File: src/rtl/seven_segment_scan_ctrl_if.sv
// Frame-load and display-drive bundle between a frame source and the scan controller.
// Purely combinational wiring, no latency.
// No backpressure: load is a strobe, load_ack and frame_start are single-cycle pulses.
interface seven_segment_scan_ctrl_if #(
   parameter int NUM_DIGITS = 4
);
   logic [4*NUM_DIGITS-1:0] digits_in;
   logic                    load;
   logic                    load_ack;
   logic                    frame_start;
   logic [3:0]              num;
   logic [NUM_DIGITS-1:0]   an;

   // Frame source / test side.
   modport master (
      output digits_in, load,
      input  load_ack, frame_start, num, an
   );

   // Scan controller side.
   modport slave (
      input  digits_in, load,
      output load_ack, frame_start, num, an
   );
endinterface

File: src/rtl/seven_segment_scan_ctrl.sv
// Time-multiplexed common-anode seven-segment scan controller with tear-free frame commit.
// Outputs registered; a load shows up at the next frame start after the load is seen.
// No backpressure: loads overwrite the pending frame, one ack per committed frame.
// Optional feature macro: LEADING_ZERO_BLANK_EN (blank leading zero digits, digit 0 always lit).
module seven_segment_scan_ctrl #(
   parameter int NUM_DIGITS = 4,
   parameter int CLK_DIV    = 50000,
   parameter int BLANK_CYC  = 8
) (
   input logic                    clk,
   input logic                    rst,
   seven_segment_scan_ctrl_if.slave bus
);
   localparam int CNT_MAX = (CLK_DIV > BLANK_CYC) ? CLK_DIV : BLANK_CYC;
   localparam int CW      = $clog2(CNT_MAX);
   localparam int IW      = $clog2(NUM_DIGITS);
   localparam int FW      = 4 * NUM_DIGITS;

   typedef enum logic {BLANK = 1'b0, DRIVE = 1'b1} state_t;

   state_t                state, state_n;
   logic [CW-1:0]         cnt, cnt_n;
   logic [IW-1:0]         idx, idx_n;
   logic [FW-1:0]         active, active_n;
   logic [FW-1:0]         pending, pending_n;
   logic                  pend_vld, pend_vld_n;
   logic [NUM_DIGITS-1:0] an, an_n;
   logic [3:0]            num, num_n;
   logic                  load_ack, load_ack_n;
   logic                  frame_start, frame_start_n;
   logic [NUM_DIGITS-1:0] sel_oh;

`ifdef LEADING_ZERO_BLANK_EN
   // True when digit sel is above digit 0 and it plus every more-significant nibble is zero.
   function automatic logic lead_zero(input logic [FW-1:0] f, input logic [IW-1:0] sel);
      logic z;
      z = (sel != '0);
      for (int i = 0; i < NUM_DIGITS; i++) begin
         if (i >= int'(sel) && f[4*i +: 4] != 4'd0) z = 1'b0;
      end
      return z;
   endfunction
`endif

   // State and all output registers; reset discards any pending frame.
   always_ff @(posedge clk or posedge rst) begin
      if (rst) begin
         state       <= BLANK;
         cnt         <= '0;
         idx         <= IW'(NUM_DIGITS - 1);
         active      <= '0;
         pending     <= '0;
         pend_vld    <= 1'b0;
         an          <= '1;
         num         <= 4'd0;
         load_ack    <= 1'b0;
         frame_start <= 1'b0;
      end else begin
         state       <= state_n;
         cnt         <= cnt_n;
         idx         <= idx_n;
         active      <= active_n;
         pending     <= pending_n;
         pend_vld    <= pend_vld_n;
         an          <= an_n;
         num         <= num_n;
         load_ack    <= load_ack_n;
         frame_start <= frame_start_n;
      end
   end

   // Next-state: blank gap, then drive one digit; commit pending frame when the scan wraps to digit 0.
   always_comb begin
      state_n       = state;
      cnt_n         = cnt + CW'(1);
      idx_n         = idx;
      active_n      = active;
      pending_n     = pending;
      pend_vld_n    = pend_vld;
      an_n          = an;
      num_n         = num;
      load_ack_n    = 1'b0;
      frame_start_n = 1'b0;
      sel_oh        = '0;

      case (state)
         BLANK: begin
            an_n = '1;
            if (cnt == CW'(BLANK_CYC - 1)) begin
               cnt_n   = '0;
               state_n = DRIVE;
               idx_n   = (idx == IW'(NUM_DIGITS - 1)) ? '0 : idx + IW'(1);
               if (idx_n == '0) begin
                  frame_start_n = 1'b1;
                  if (pend_vld) begin
                     active_n   = pending;
                     load_ack_n = 1'b1;
                     pend_vld_n = 1'b0;
                  end
               end
               // Decoder sees the newly committed frame on the same edge the digit lights.
               num_n  = active_n[4*idx_n +: 4];
               sel_oh = NUM_DIGITS'(1) << idx_n;
`ifdef LEADING_ZERO_BLANK_EN
               an_n   = lead_zero(active_n, idx_n) ? '1 : ~sel_oh;
`else
               an_n   = ~sel_oh;
`endif
            end
         end
         DRIVE: begin
            if (cnt == CW'(CLK_DIV - 1)) begin
               cnt_n   = '0;
               state_n = BLANK;
               an_n    = '1;
            end
         end
         default: begin
            state_n = BLANK;
            cnt_n   = '0;
            an_n    = '1;
         end
      endcase

      // A load on the commit edge targets the following frame, so it is applied last.
      if (bus.load) begin
         pending_n  = bus.digits_in;
         pend_vld_n = 1'b1;
      end
   end

   assign bus.an          = an;
   assign bus.num         = num;
   assign bus.load_ack    = load_ack;
   assign bus.frame_start = frame_start;
endmodule

File: src/flat_wrapper.sv
// flat-port wrapper written by rule: the top's interface ports become plain ports
module seven_segment_scan_ctrl_flat 
#(
   parameter int NUM_DIGITS = 4,
   parameter int CLK_DIV    = 50000,
   parameter int BLANK_CYC  = 8
)
  (clk, rst, bus_digits_in, bus_load, bus_load_ack, bus_frame_start, bus_num, bus_an);
  seven_segment_scan_ctrl_if #(.NUM_DIGITS(NUM_DIGITS)) bus_i ();
  input logic clk;
  input logic rst;
  input wire logic [$bits(bus_i.digits_in)-1:0] bus_digits_in;
  input wire logic [$bits(bus_i.load)-1:0] bus_load;
  output wire logic [$bits(bus_i.load_ack)-1:0] bus_load_ack;
  output wire logic [$bits(bus_i.frame_start)-1:0] bus_frame_start;
  output wire logic [$bits(bus_i.num)-1:0] bus_num;
  output wire logic [$bits(bus_i.an)-1:0] bus_an;
  assign bus_i.digits_in = bus_digits_in;
  assign bus_i.load = bus_load;
  assign bus_load_ack = bus_i.load_ack;
  assign bus_frame_start = bus_i.frame_start;
  assign bus_num = bus_i.num;
  assign bus_an = bus_i.an;
  seven_segment_scan_ctrl #(.NUM_DIGITS(NUM_DIGITS), .CLK_DIV(CLK_DIV), .BLANK_CYC(BLANK_CYC)) u_core (.clk(clk), .rst(rst), .bus(bus_i));
endmodule
File: config.mk
export PLATFORM = sky130hd
export DESIGN_NAME = seven_segment_scan_ctrl_flat
export DESIGN_NICKNAME = d
export VERILOG_FILES = /design/src/rtl/seven_segment_scan_ctrl_if.sv /design/src/rtl/seven_segment_scan_ctrl.sv /design/src/flat_wrapper.sv
export SDC_FILE = /design/constraint.sdc
export NUM_CORES = 1
export LEC_CHECK = 0
export ABC_AREA = 1
export CORE_MARGIN = 1
export CORE_UTILIZATION = 40
export CTS_CLUSTER_SIZE = 8
export DETAILED_ROUTE_END_ITERATION = 12
export PLACE_DENSITY = 0.66
export SYNTH_ARGS = -nofsm -noshare
export SYNTH_HDL_FRONTEND = slang
export SYNTH_SLANG_ARGS = --single-unit
File: constraint.sdc
create_clock -name clk -period 4.9 [get_ports clk]
set_clock_uncertainty 0.1 [all_clocks]
set_input_delay 1.225 -clock clk [delete_from_list [all_inputs] [get_ports clk]]
set_output_delay 1.225 -clock clk [all_outputs]
set_load 0.1 [all_outputs]
==> flow_summary.toml <==
[status]
status = "finished, final reports clean"

[cts]
clockBufferDepth = 2
post_cts_buffers = 0
htreeDepth = 3
holdBufCountCts = 0
cts_root_buffer = "clkbuf_8"
cts-buffers-inserted = 9
tritoncts = "yes"
numClockSinks = 62
ctsResizeCount = 0
insertion_delay_ns = 0.34
path_clk_slew_ns = 0.08

[setup_path]
critPathMaxFanout = 2
r2r_cells = 8
r2r_end = "u_core.bus.num[1]"
critPathKind = "register to output port"
reg2reg_from = "u_core.idx[0]"
crit_chain = "clkdlybuf4s50_1"
cp-start-kind = "register"
required_ns = 3.58
crit_arrival_ns = 2.00
endpoint_kind = "output port"
worst-r2r-setup-slack_ns = 2.55
path_delay_family = "buffers and inverters"
crit_slowest_cell = "clkdlybuf4s50_1"
slowest_delay_ns = 1.12
critical_path_buf_inv_count = 1

[place]
gp_congestion = 0.853
dpl-instance-area_mm2 = 0.00360
io_buffers = 28
dp.cells = 538
dp_hpwl_um = 4670

[finish]
final-seq-area_mm2 = 0.00156
stdcell_area_mm2 = 0.00377
drive_gt1_share_pct = 11.7
multi_input_area_mm2 = 0.00146
area_growth_pct = 15.6
fill_cells = 799
instances_no_fill = 554
nets = 472
antennaDiodeCount = 0

[die]
die_h_um = 92.3
dieArea_mm2 = 0.00852
die_w_um = 92.3
start_util_pct = 41.8
io_pins = 29
core-area_mm2 = 0.00781
row_count = 32

[hold_path]
hold_class = "register to register"
hold_path_depth = 2
holdCritStartpoint = "u_core.pending[3]"
whs_endpoint = "u_core.pending[3]"

[synthesis]
syn_area_per_cell_um2 = 7.79
ys_types = 23
yosysSeqAreaShare_pct = 47.8
synth_area_mm2 = 0.00326
synth_warnings = 0
syn_nets = 444
synthCells = 419
ys_ff_latch = 62

[power_and_ir_drop]
power_density_mw_per_mm2 = 255
p_leak_uw = 0.00189
p_total_uw = 963
ir_worst_vdd_mv = 0.123

[grt]
grt_overflow = 0
grt_antenna_before_repair = 0
track_usage_pct = 17.2
grt_pass1_wl_um = 11600
grt_pass1_vias = 2468
grt_max_degree = 43

[detailed_routing]
viasPerCell = 4.66
via_count = 2582
drt_pass1_iterations = 4
wl_per_cell_um = 11.5
drc = 0
drt_iter0_drc = 123
wl_um = 6390
ant_nets = 0

[timing]
final.min_clock_period_ns = 3.32
setup_tns_ns = 0
clock.fmax_ghz = 0.301
slew_headroom_pct = 34.6
hold_viol = 0
worst_slew_pin_slew_ns = 0.977
drv_slew = 0
finalCritPeriodShare_pct = 67.8
setup_violations = 0
rsz0062_at_grt = "false"

[job]
max_cap_viol_count = 0
-- how the worst max path moves through the flow --
stage / startpoint / endpoint / slack [ns] / cells past startpoint
finish: u_core.bus.an[2] / bus_an[2] / 1.58 / 1
global route: u_core.bus.an[2] / bus_an[2] / 1.53 / 1
CTS: u_core.bus.an[2] / bus_an[2] / 1.56 / 1
detailed placement: u_core.bus.an[2] / bus_an[2] / 1.94 / 1
global placement: u_core.bus.an[3] / bus_an[3] / 1.95 / 1
floorplan: rst / u_core.active[0] / 2.04 / 1
-- cell usage in the layout, fill, tap and decap left out, types with 3 or more instances in the layout --
cell and count:
nand3_1 56, clkbuf_8 10, nor2_1 36, xor2_1 7
o21ai_2 10, nand3b_1 4, o21ai_0 12, o21ai_1 4
nand2_1 126, clkdlybuf4s50_1 28, nor2_2 5, and2_1 13
nand2_2 15, dfrtp_1 56, dfstp_2 6, ha_1 6
nand4_1 3, clkinv_2 3, inv_1 42
-- worst min-delay path, cell delays in order, from the launching register on --
cell and delay (ns):
dfrtp_1 0.35, nand2_1 0.05, nand2_1 0.05
-- registers in the layout, summed over array words and instances, names as in the netlist --
register and count:
u_core.bus.load_ack 1, u_core.pending 16, u_core.bus.frame_start 1, u_core.bus.an 4, u_core.cnt 16, u_core.active 16
u_core.idx 2, u_core.pend_vld 1, u_core.bus.num 4, u_core.state 1
-- cell type report --
class                      instances  area share (%)
tap                              102            3.38
clock buffer                      12            3.85
sequential                        62            41.3
multi-input combinational        299            38.6
inverter                          46            4.58
clock inverter                     4           0.597
timing repair buffer              29            7.63
-- cell usage after synthesis --
| master | instances | area share, % |
|---|---|---|
| nand4_1 | 3 | 0.58 |
| nand3b_1 | 4 | 0.92 |
| dfstp_2 | 6 | 4.8 |
| clkbuf_1 | 3 | 0.35 |
| buf_2 | 5 | 0.77 |
| o21ai_1 | 4 | 0.61 |
| nor3_1 | 2 | 0.31 |
| nor2_1 | 36 | 4.1 |
| buf_4 | 2 | 0.46 |
| inv_1 | 43 | 4.9 |
| ha_1 | 6 | 2.3 |
| buf_6 | 2 | 0.69 |
| inv_2 | 1 | 0.11 |
| o21ai_0 | 12 | 1.8 |
| dfrtp_1 | 56 | 43 |
| xor2_1 | 7 | 1.9 |
| clkinv_1 | 2 | 0.23 |
| nand2_1 | 126 | 14 |
| nand2_2 | 15 | 2.9 |
| and2_1 | 13 | 2.5 |
| nor2_2 | 5 | 0.96 |
| nand3_1 | 56 | 8.6 |
| o21ai_2 | 10 | 2.7 |
-- cells by family (layout without fill, tap and decap cells) --
| group | after synthesis | in the layout | share of synthesized area [%] |
|---|---|---|---|
| buf+inv | 58 | 91 | 7.55 |
| compound gates | 26 | 26 | 5.14 |
| flops | 62 | 62 | 47.8 |
| xor+xnor | 7 | 7 | 1.88 |
| simple gates | 260 | 260 | 35.4 |
| fa+ha+maj | 6 | 6 | 2.30 |
-- where the power goes --
| group | total (uW) | internal [uW] | switching, uW | leakage (uW) |
|---|---|---|---|---|
| combinational | 40.3 | 18.5 | 21.8 | 0.00101 |
| clock | 393 | 195 | 198 | 0.0000861 |
| sequential | 529 | 524 | 5.56 | 0.000792 |
-- metal layers --
metal | GRT usage, % | wire, um | vias to the layer above | part of all wire [%]
li1 | - | - | 1368 | -
met4 | 6.77 | 89 | 0 | 1.4
met2 | 27.4 | 2970 | 44 | 46
met1 | 23.1 | 3160 | 1161 | 49
met5 | 0 | 0 | - | 0
met3 | 3.45 | 174 | 9 | 2.7
-- per-stage QoR --
stage               utilization, %  hold slack (ns)  setup slack, ns
floorplan                        -            0.342             2.04
detailed placement            46.2            0.361             1.94
finish                        48.3            0.376             1.58
global route                  48.3            0.401             1.53
CTS                           48.3            0.377             1.56
global placement              46.2            0.357             1.95
(Power assumes the default switching activity.)
